**src/rtl/c1541_sd_arb_if.sv**
```systemverilog
// c1541_sd_arb_if: drive-side and host-side signals of the SD channel arbiter
interface c1541_sd_arb_if #(
  parameter int NDRIVES = 4
);
  logic [32*NDRIVES-1:0] drv_lba;
  logic [NDRIVES-1:0]    drv_rd;
  logic [NDRIVES-1:0]    drv_wr;
  logic [NDRIVES-1:0]    drv_ack;
  logic [NDRIVES-1:0]    drv_buff_wr;
  logic [8*NDRIVES-1:0]  drv_buff_din;
  logic [NDRIVES-1:0]    drv_err;
  logic [31:0]           sd_lba;
  logic                  sd_rd;
  logic                  sd_wr;
  logic                  sd_ack;
  logic                  sd_buff_wr;
  logic [7:0]            sd_buff_din;
  logic [1:0]            grant;
  logic                  busy;
  modport master (
    output drv_lba, drv_rd, drv_wr, drv_buff_din, sd_ack, sd_buff_wr,
    input  drv_ack, drv_buff_wr, drv_err, sd_lba, sd_rd, sd_wr, sd_buff_din, grant, busy
  );
  modport slave (
    input  drv_lba, drv_rd, drv_wr, drv_buff_din, sd_ack, sd_buff_wr,
    output drv_ack, drv_buff_wr, drv_err, sd_lba, sd_rd, sd_wr, sd_buff_din, grant, busy
  );
endinterface

```
**src/rtl/c1541_sd_arb.sv**
```systemverilog
// c1541_sd_arb: round-robin sharing of one SD block channel between drives
module c1541_sd_arb #(
  parameter int          NDRIVES = 4,
  parameter logic [23:0] TIMEOUT = 24'd16000000
) (
  input logic           clk_sys,
  input logic           reset_n,
  c1541_sd_arb_if.slave bus
);
  typedef enum logic [1:0] {IDLE, ISSUE, XFER, GAP} state_t;
  state_t             state_q, state_d;
  logic [1:0]         grant_q, grant_d, pick;
  logic [31:0]        lba_q, lba_d;
  logic               rd_q, rd_d, wr_q, wr_d, ack_q, found, route;
  logic [23:0]        timer_q, timer_d;
  logic [NDRIVES-1:0] err_q, err_d, pend, sel;
  assign pend  = bus.drv_rd | bus.drv_wr;
  assign route = (state_q == ISSUE) || (state_q == XFER);
  assign sel   = NDRIVES'(1) << grant_q;
  // first pending drive after the last grant; lowest distance wins
  always_comb begin
    found = 1'b0;
    pick  = grant_q;
    for (int k = NDRIVES; k >= 1; k--) begin
      if (pend[(int'(grant_q) + k) % NDRIVES]) begin
        found = 1'b1;
        pick  = 2'((int'(grant_q) + k) % NDRIVES);
      end
    end
  end
  // next-state logic; ack takes priority over abort and timeout in ISSUE
  always_comb begin
    state_d = state_q;
    grant_d = grant_q;
    lba_d   = lba_q;
    rd_d    = rd_q;
    wr_d    = wr_q;
    timer_d = timer_q;
    err_d   = '0;
    case (state_q)
      IDLE: if (found) begin
        state_d = ISSUE;
        grant_d = pick;
        lba_d   = bus.drv_lba[32*int'(pick) +: 32];
        rd_d    = bus.drv_rd[pick];
        wr_d    = !bus.drv_rd[pick];
        timer_d = '0;
      end
      ISSUE: begin
        timer_d = timer_q + 24'd1;
        if (bus.sd_ack) begin
          state_d = XFER;
          rd_d    = 1'b0;
          wr_d    = 1'b0;
        end else if (!pend[grant_q]) begin
          state_d = IDLE;
          rd_d    = 1'b0;
          wr_d    = 1'b0;
        end else if (timer_q == TIMEOUT - 24'd1) begin
          state_d        = IDLE;
          rd_d           = 1'b0;
          wr_d           = 1'b0;
          err_d[grant_q] = 1'b1;
        end
      end
      XFER: state_d = (ack_q && !bus.sd_ack) ? GAP : XFER;
      default: state_d = IDLE;
    endcase
  end
  // state and registered outputs; reset also drops a request already on the host
  always_ff @(posedge clk_sys or negedge reset_n) begin
    if (!reset_n) begin
      state_q <= IDLE;
      grant_q <= 2'(NDRIVES - 1);
      lba_q   <= '0;
      rd_q    <= 1'b0;
      wr_q    <= 1'b0;
      timer_q <= '0;
      err_q   <= '0;
      ack_q   <= 1'b0;
    end else begin
      state_q <= state_d;
      grant_q <= grant_d;
      lba_q   <= lba_d;
      rd_q    <= rd_d;
      wr_q    <= wr_d;
      timer_q <= timer_d;
      err_q   <= err_d;
      ack_q   <= bus.sd_ack;
    end
  end
  assign bus.drv_ack     = route ? (sel & {NDRIVES{bus.sd_ack}}) : '0;
  assign bus.drv_buff_wr = route ? (sel & {NDRIVES{bus.sd_buff_wr}}) : '0;
  assign bus.sd_buff_din = bus.drv_buff_din[8*int'(grant_q) +: 8];
  assign bus.drv_err     = err_q;
  assign bus.sd_lba      = lba_q;
  assign bus.sd_rd       = rd_q;
  assign bus.sd_wr       = wr_q;
  assign bus.grant       = grant_q;
  assign bus.busy        = state_q != IDLE;
endmodule

```
**src/flat_wrapper.sv**
```systemverilog
// flat-port wrapper written by rule: the top's interface ports become plain ports
module c1541_sd_arb_flat 
#(
  parameter int          NDRIVES = 4,
  parameter logic [23:0] TIMEOUT = 24'd16000000
)
  (clk_sys, reset_n, bus_drv_lba, bus_drv_rd, bus_drv_wr, bus_drv_buff_din, bus_sd_ack, bus_sd_buff_wr, bus_drv_ack, bus_drv_buff_wr, bus_drv_err, bus_sd_lba, bus_sd_rd, bus_sd_wr, bus_sd_buff_din, bus_grant, bus_busy);
  c1541_sd_arb_if #(.NDRIVES(NDRIVES)) bus_i ();
  input logic clk_sys;
  input logic reset_n;
  input wire logic [$bits(bus_i.drv_lba)-1:0] bus_drv_lba;
  input wire logic [$bits(bus_i.drv_rd)-1:0] bus_drv_rd;
  input wire logic [$bits(bus_i.drv_wr)-1:0] bus_drv_wr;
  input wire logic [$bits(bus_i.drv_buff_din)-1:0] bus_drv_buff_din;
  input wire logic [$bits(bus_i.sd_ack)-1:0] bus_sd_ack;
  input wire logic [$bits(bus_i.sd_buff_wr)-1:0] bus_sd_buff_wr;
  output wire logic [$bits(bus_i.drv_ack)-1:0] bus_drv_ack;
  output wire logic [$bits(bus_i.drv_buff_wr)-1:0] bus_drv_buff_wr;
  output wire logic [$bits(bus_i.drv_err)-1:0] bus_drv_err;
  output wire logic [$bits(bus_i.sd_lba)-1:0] bus_sd_lba;
  output wire logic [$bits(bus_i.sd_rd)-1:0] bus_sd_rd;
  output wire logic [$bits(bus_i.sd_wr)-1:0] bus_sd_wr;
  output wire logic [$bits(bus_i.sd_buff_din)-1:0] bus_sd_buff_din;
  output wire logic [$bits(bus_i.grant)-1:0] bus_grant;
  output wire logic [$bits(bus_i.busy)-1:0] bus_busy;
  assign bus_i.drv_lba = bus_drv_lba;
  assign bus_i.drv_rd = bus_drv_rd;
  assign bus_i.drv_wr = bus_drv_wr;
  assign bus_i.drv_buff_din = bus_drv_buff_din;
  assign bus_i.sd_ack = bus_sd_ack;
  assign bus_i.sd_buff_wr = bus_sd_buff_wr;
  assign bus_drv_ack = bus_i.drv_ack;
  assign bus_drv_buff_wr = bus_i.drv_buff_wr;
  assign bus_drv_err = bus_i.drv_err;
  assign bus_sd_lba = bus_i.sd_lba;
  assign bus_sd_rd = bus_i.sd_rd;
  assign bus_sd_wr = bus_i.sd_wr;
  assign bus_sd_buff_din = bus_i.sd_buff_din;
  assign bus_grant = bus_i.grant;
  assign bus_busy = bus_i.busy;
  c1541_sd_arb #(.NDRIVES(NDRIVES), .TIMEOUT(TIMEOUT)) u_core (.clk_sys(clk_sys), .reset_n(reset_n), .bus(bus_i));
endmodule
```
**config.mk**
```make
export PLATFORM = sky130hd
export DESIGN_NAME = c1541_sd_arb_flat
export DESIGN_NICKNAME = d
export VERILOG_FILES = /design/src/rtl/c1541_sd_arb_if.sv /design/src/rtl/c1541_sd_arb.sv /design/src/flat_wrapper.sv
export SDC_FILE = /design/constraint.sdc
export NUM_CORES = 1
export LEC_CHECK = 0
export CORE_UTILIZATION = 40
export CTS_CLUSTER_SIZE = 8
export DETAILED_ROUTE_END_ITERATION = 12
export PLACE_DENSITY = 0.82
export SYNTH_ARGS = -nofsm -noshare
export SYNTH_HDL_FRONTEND = slang
export SYNTH_SLANG_ARGS = --single-unit
export TNS_END_PERCENT = 5
```
**constraint.sdc**
```tcl
create_clock -name clk_sys -period 3.9 [get_ports clk_sys]
set_clock_uncertainty 0.1 [all_clocks]
set_input_delay 0.39 -clock clk_sys [delete_from_list [all_inputs] [get_ports clk_sys]]
set_output_delay 0.39 -clock clk_sys [all_outputs]
set_load 0.02 [all_outputs]
```
==> results.yml, run 1 <==
run_status:
  outcome: "finished clean"
timing:
  fin_crit_sh: 0.869
  period_needed_ns: 3.39
  setup_tns_ns: 0
  relSlewSlack: 0.450
  finalSetupViolCount: 0
  worst_pin_slew_ns: 0.825
  slew_violations: 0
  hold_viol_final: 0
  rsz0062_at_grt: "false"
  max_freq_mhz: 295
grt:
  antenna_found_initial: 0
  grt_start_max_net_pins: 36
  grt_util_all_layers: 0.236
  grt_pass1_vias: 4135
  grt-ovfl-total: 0
  grt_pass1_wl_um: 20200
cells_and_area:
  syn_to_final_growth_pct: 63.2
  stdcell_area_mm2: 0.00687
  most-common-layout-cells: "clkdlybuf4s50_1 (227), dfrtp_1 (65), mux4_2 (43)"
  layout.nets: 743
  final_common_cell: "clkdlybuf4s50_1"
  drive_gt1_frac: 0.199
  final_util: 0.668
  n_antenna_cell: 0
clocking:
  clk_pin_slew_ns: 0.08
  cts_root_buf: "clkbuf_8"
  clkSinkCount: 67
  cts_max_level: 3
  ctsLongestPathBuffers: 2
  post_cts_buffers: 0
  hold_buffers: 0
  cts_buffers: 9
  cts_tree: "done"
  ctsResizeCount: 0
  clk_latency_ns: 0.34
synth:
  synth_seq_cells: 67
  synth_area_leaders: "dfrtp_1 (39%), mux4_2 (23%), mux2_2 (8.8%)"
  synth-edff-count: 0
  ys.flop_type: "dfrtp_1"
  synth-seq-area-share: 0.399
  synth_top_cell_by_area: "dfrtp_1"
  yosysUniqueCellTypes: 48
  synth.top_cell.area_share: 0.387
  netlist_area_mm2: 0.00421
  synthCells: 332
  syn_area_per_cell_um2: 12.7
  synth-async-reset-ratio: 1.00
  yosysWarnings: 0
  synth_fp_nets: 513
floorplan:
  rows: 37
  die_y_um: 105
  ioPinCount: 229
  die-area_mm2: 0.0109
  core-area_mm2: 0.0103
  start_util: 0.409
  dieWidth_um: 105
flow_run:
  maxCapViolCount: 0
routing:
  first_iter_violations: 147
  drc: 0
  viasPerCell: 5.35
  ant_nets: 0
  post_drt_wl_per_cell_um: 17.7
  via_count: 3758
  finalWirelength_um: 12500
  drt-pass1-iter-count: 4
setup_path:
  critPathMaxFanout: 20
  crit_path_frequent_cell: "mux4_2"
  crit_arrival_ns: 3.51
  crit_slowest_cell: "dfstp_2"
  crit_type: "flip-flop to flip-flop"
  crit_chain: "inv_1 -> ha_1 -> mux4_2 -> a21o_1 -> a21oi_4 -> buf_4 -> mux4_2 -> mux2_2"
  worst_setup_path_end_kind: "flip-flop"
  critPathLaunchType: "flip-flop"
  worstPathRequired_ns: 4.02
  max_stage_delay_ns: 0.78
placement:
  place_congestion: 0.839
  port-buffer-count: 228
  hpwl_um: 10000
  placedInstanceArea_mm2: 0.00666
worst_hold_path:
  hold_path_class: "input port to async pin"
pwr:
  power.leakage_nw: 2.71
  p_per_area_mw_per_mm2: 708
  ir_drop_mv: 0.418
[cell type report]
cell class | count | area, um2
sequential | 67 | 1680
tap | 136 | 170
clock inverter | 5 | 77.6
fill | 814 | 3410
timing repair buffer | 237 | 2370
multi-input combinational | 239 | 2410
clock buffer | 11 | 131
inverter | 8 | 30.0
[cell families after synthesis]
kind of cell	Yosys count	share of synthesized area
fa+ha+maj	9	0.0268
flops	67	0.399
xor+xnor	14	0.0291
mux	76	0.318
simple gates	101	0.129
compound gates	39	0.0669
buf+inv	26	0.0306
[metrics by stage]
| step | power, W | instances | worst slack (ns) | hold WS (ns) |
|---|---|---|---|---|
| final | 0.00486 | 703 | 0.511 | 0.0325 |
| after CTS | 0.00492 | 703 | 0.511 | 0.0494 |
| after detailed placement | 0.00428 | 687 | 0.546 | 0.395 |
| after global placement | 0.00419 | 687 | 0.638 | 0.378 |
| after floorplan | 0.00316 | 332 | 0.749 | -0.00559 |
| after global routing | 0.00514 | 703 | 0.400 | 0.0834 |
[flip-flops by register name (all words and copies together) (netlist names)]
name / cells
u_core.bus.sd_lba: 32
u_core.timer_q: 24
u_core.bus.drv_err: 4
u_core.bus.grant: 2
u_core.state_q: 2
u_core.ack_q: 1
u_core.bus.sd_rd: 1
u_core.bus.sd_wr: 1
[synthesized netlist by cell type (2+ instances only)]
cell type and instances:
a21o_1 2, a21oi_1 9, a22o_1 3, a311oi_2 2, a31oi_1 2, and2_1 4
and3_1 11, and4_1 2, buf_6 4, clkbuf_1 13, dfrtp_1 65, dfstp_2 2
ha_1 9, inv_1 8, mux2_2 33, mux4_2 43, nand2_1 22, nand3_1 8
nand4_1 5, nor2_1 21, nor2_2 2, nor3_1 4, nor4_1 4, nor4_2 2
nor4b_1 2, o21ai_0 9, o31ai_1 2, or3_1 7, xnor2_1 3, xor2_1 11
[where the power goes]
| part | internal, W | switching, W | leakage (nW) |
|---|---|---|---|
| registers | 0.000935 | 0.000178 | 0.847 |
| clock network | 0.000359 | 0.000264 | 0.103 |
| logic | 0.00175 | 0.00137 | 1.76 |
| total | 0.00305 | 0.00182 | 2.71 |
[worst max-delay path, delay by kind of cell (launching register included)]
family,cells,cell delay (ns)
fa+ha+maj,1,0.36
buf+inv,2,0.47
flops,1,0.78
compound gates,2,0.40
mux,3,1.17
[final timing paths]
| check | slack (ns) | to | start | depth (start not counted) |
|---|---|---|---|---|
| max reg2reg | 0.51 | u_core.bus.sd_lba[22] | u_core.bus.grant[1] | 8 |
| max | 0.51 | u_core.bus.sd_lba[22] | u_core.bus.grant[1] | 8 |
| max in group asynchronous | 2.76 | u_core.timer_q[4] | reset_n | 2 |
| min reg2reg | 0.40 | u_core.bus.sd_wr | u_core.bus.sd_wr | 1 |
| min | 0.03 | u_core.bus.drv_err[0] | reset_n | 1 |
| min in group clk_sys | 0.40 | u_core.bus.sd_wr | u_core.bus.sd_wr | 1 |
[metal layers]
layer  up-vias  global-route usage  routed length, um
met5         -                   0                  0
met2       142               0.444               6920
met4         0              0.0643                148
met3        19              0.0543                685
li1       1742                   -                  -
met1      1855               0.263               4710
(Power assumes the default switching activity.)
==> inputs of run 2 (changes only) <==
--- a/config.mk
+++ b/config.mk
@@ -5,6 +5,7 @@
 export SDC_FILE = /design/constraint.sdc
 export NUM_CORES = 1
 export LEC_CHECK = 0
+export CORE_MARGIN = 3
 export CORE_UTILIZATION = 40
 export CTS_CLUSTER_SIZE = 8
 export DETAILED_ROUTE_END_ITERATION = 12
==> constraint.sdc (replaced) <==
create_clock -name clk_sys -period 3.6 [get_ports clk_sys]
set_clock_uncertainty 0.1 [all_clocks]
set_input_delay 0.36 -clock clk_sys [delete_from_list [all_inputs] [get_ports clk_sys]]
set_output_delay 0.36 -clock clk_sys [all_outputs]
set_load 0.02 [all_outputs]
==> run 2 against run 1 <==
Net effect:
- final area is 0.82% higher
- utilization is 2.4 points higher
- register-to-register slack worse by 0.14 ns
- power is 11% higher
- global-route usage is 0.48 points lower
- flip-flop and latch count stayed put
- worst hold slack better by 0.23 ns
- sequential share of layout area is 0.20 points lower
- combinational power is 11% higher
- critical path type unchanged
- setup slack worse by 0.14 ns
==> results.yml, run 2 (same netlist as run 1, synthesis figures left out) <==
run_status:
  outcome: "finished clean"
pwr:
  power.leakage_nw: 2.74
  ir_drop_mv: 0.445
  p_per_area_mw_per_mm2: 781
setup_path:
  critPathMaxFanout: 17
  crit_chain: "buf_4 -> nor4b_1 -> nor4_2 -> a21o_1 -> a21oi_4 -> buf_4 -> mux4_2 -> mux2_2"
  crit_family: "multiplexers"
  critPathLaunchType: "flip-flop"
  crit_type: "flip-flop to flip-flop"
  reg2reg_from: "u_core.bus.grant[0]"
  crit_start: "u_core.bus.grant[0]"
  worstPathRequired_ns: 3.73
  crit_slowest_cell: "dfstp_2"
  crit_arrival_ns: 3.36
  worst-path-buf-inv: 2
  max_stage_delay_ns: 0.64
  worst_setup_path_end_kind: "flip-flop"
  crit_path_frequent_cell: "buf_4"
routing:
  drt-pass1-iter-count: 4
  drc: 0
  finalWirelength_um: 13100
  ant_nets: 0
  first_iter_violations: 181
  via_count: 3759
  post_drt_wl_per_cell_um: 18.7
  viasPerCell: 5.35
grt:
  grt_pass1_vias: 4012
  grt_util_all_layers: 0.231
  grt-ovfl-total: 0
  grt_pass1_wl_um: 20700
  antenna_found_initial: 0
  grt_start_max_net_pins: 63
clocking:
  cts_buffers: 9
  cts_tree: "done"
  cts_root_buf: "clkbuf_8"
  post_cts_buffers: 0
  clkSinkCount: 67
  clk_latency_ns: 0.34
  clk_pin_slew_ns: 0.08
  ctsLongestPathBuffers: 2
  cts_max_level: 3
timing:
  finalSetupViolCount: 0
  worst_pin_slew_ns: 0.791
  relSlewSlack: 0.473
  max_freq_mhz: 310
  setup_tns_ns: 0
  slew_violations: 0
  period_needed_ns: 3.23
  rsz0062_at_grt: "false"
  hold_viol_final: 0
  fin_crit_sh: 0.897
cells_and_area:
  n_antenna_cell: 0
  layout.nets: 745
  largest_reg_flops: 32
  final_util: 0.693
  most-common-layout-cells: "clkdlybuf4s50_1 (227), dfrtp_1 (65), mux4_2 (43)"
  drive_gt1_frac: 0.206
  final_common_cell: "clkdlybuf4s50_1"
  syn_to_final_growth_pct: 64.6
placement:
  place_congestion: 0.823
  port-buffer-count: 228
  hpwl_um: 10700
floorplan:
  rows: 36
  ioPinCount: 229
  start_util: 0.421
  core-area_mm2: 0.0100
  die_y_um: 109
  die-area_mm2: 0.0118
  dieWidth_um: 109
flow_run:
  maxCapViolCount: 0
worst_hold_path:
  hold_path_class: "input port to async pin"
==> run 2: cell count changes in the layout (fill, tap and decap cells not counted), sizes merged <==
| cell | before | now |
|---|---|---|
| buf | 10 | 11 |
| bufinv | 2 | 3 |
| clkbuf | 11 | 10 |
| clkinv | 2 | 1 |
| dlygate4sd3 | 0 | 1 |
| inv | 8 | 9 |
==> run 2: path summary, 6_finish.rpt <==
| path | to | slack (ns) | cells past startpoint |
|---|---|---|---|
| worst max-delay path | u_core.bus.sd_lba[12] | 0.37 | 8 |
| worst min-delay path | u_core.bus.drv_err[0] | 0.26 | 2 |
| worst max register to register | u_core.bus.sd_lba[12] | 0.37 | 8 |
| worst min register to register | u_core.bus.sd_rd | 0.41 | 1 |
| max in group asynchronous | u_core.timer_q[3] | 2.15 | 3 |
| min in group clk_sys | u_core.bus.sd_rd | 0.41 | 1 |
==> run 2: cell type report <==
class / instances / area, um2
Clock buffer: 10 / 138
Clock inverter: 6 / 111
Fill cell: 755 / 3070
Inverter: 8 / 30.0
Multi-Input combinational cell: 239 / 2410
Sequential cell: 67 / 1680
Tap cell: 133 / 166
Timing Repair Buffer: 239 / 2390
==> run 2: routing by layer <==
metal  track usage  vias to the layer above  wire length, um
met5             0                        -                0
met4        0.0757                        0              259
met3        0.0549                       22              848
met2         0.416                      143             7170
met1         0.269                     1857             4840
li1              -                     1737                -
==> run 2: what timing repair did <==
| action | in CTS | in global routing |
|---|---|---|
| hold buffers | 1 | 0 |
| resized for setup | 0 | 0 |
| hold endpoints to repair | 5 | 0 |
==> run 2: power by group <==
group / switching [W] / internal [W] / total (W) / leakage (nW)
clock: 0.000305 / 0.000480 / 0.000785 / 0.123
sequential: 0.000146 / 0.00101 / 0.00116 / 0.847
combinational: 0.00156 / 0.00190 / 0.00346 / 1.77
==> run 2: per-stage QoR <==
| stage | cells | area, um2 | worst slack (ns) | power, W | hold slack [ns] |
|---|---|---|---|---|---|
| final | 702 | 6930 | 0.370 | 0.00541 | 0.260 |
| after global routing | 702 | 6930 | 0.137 | 0.00575 | 0.267 |
| after CTS | 702 | 6930 | 0.358 | 0.00547 | 0.244 |
| after detailed placement | 685 | 6670 | 0.277 | 0.00468 | 0.0808 |
| after global placement | 685 | 6670 | 0.369 | 0.00456 | 0.0785 |
| after floorplan | 332 | 4210 | 0.449 | 0.00343 | -0.0356 |
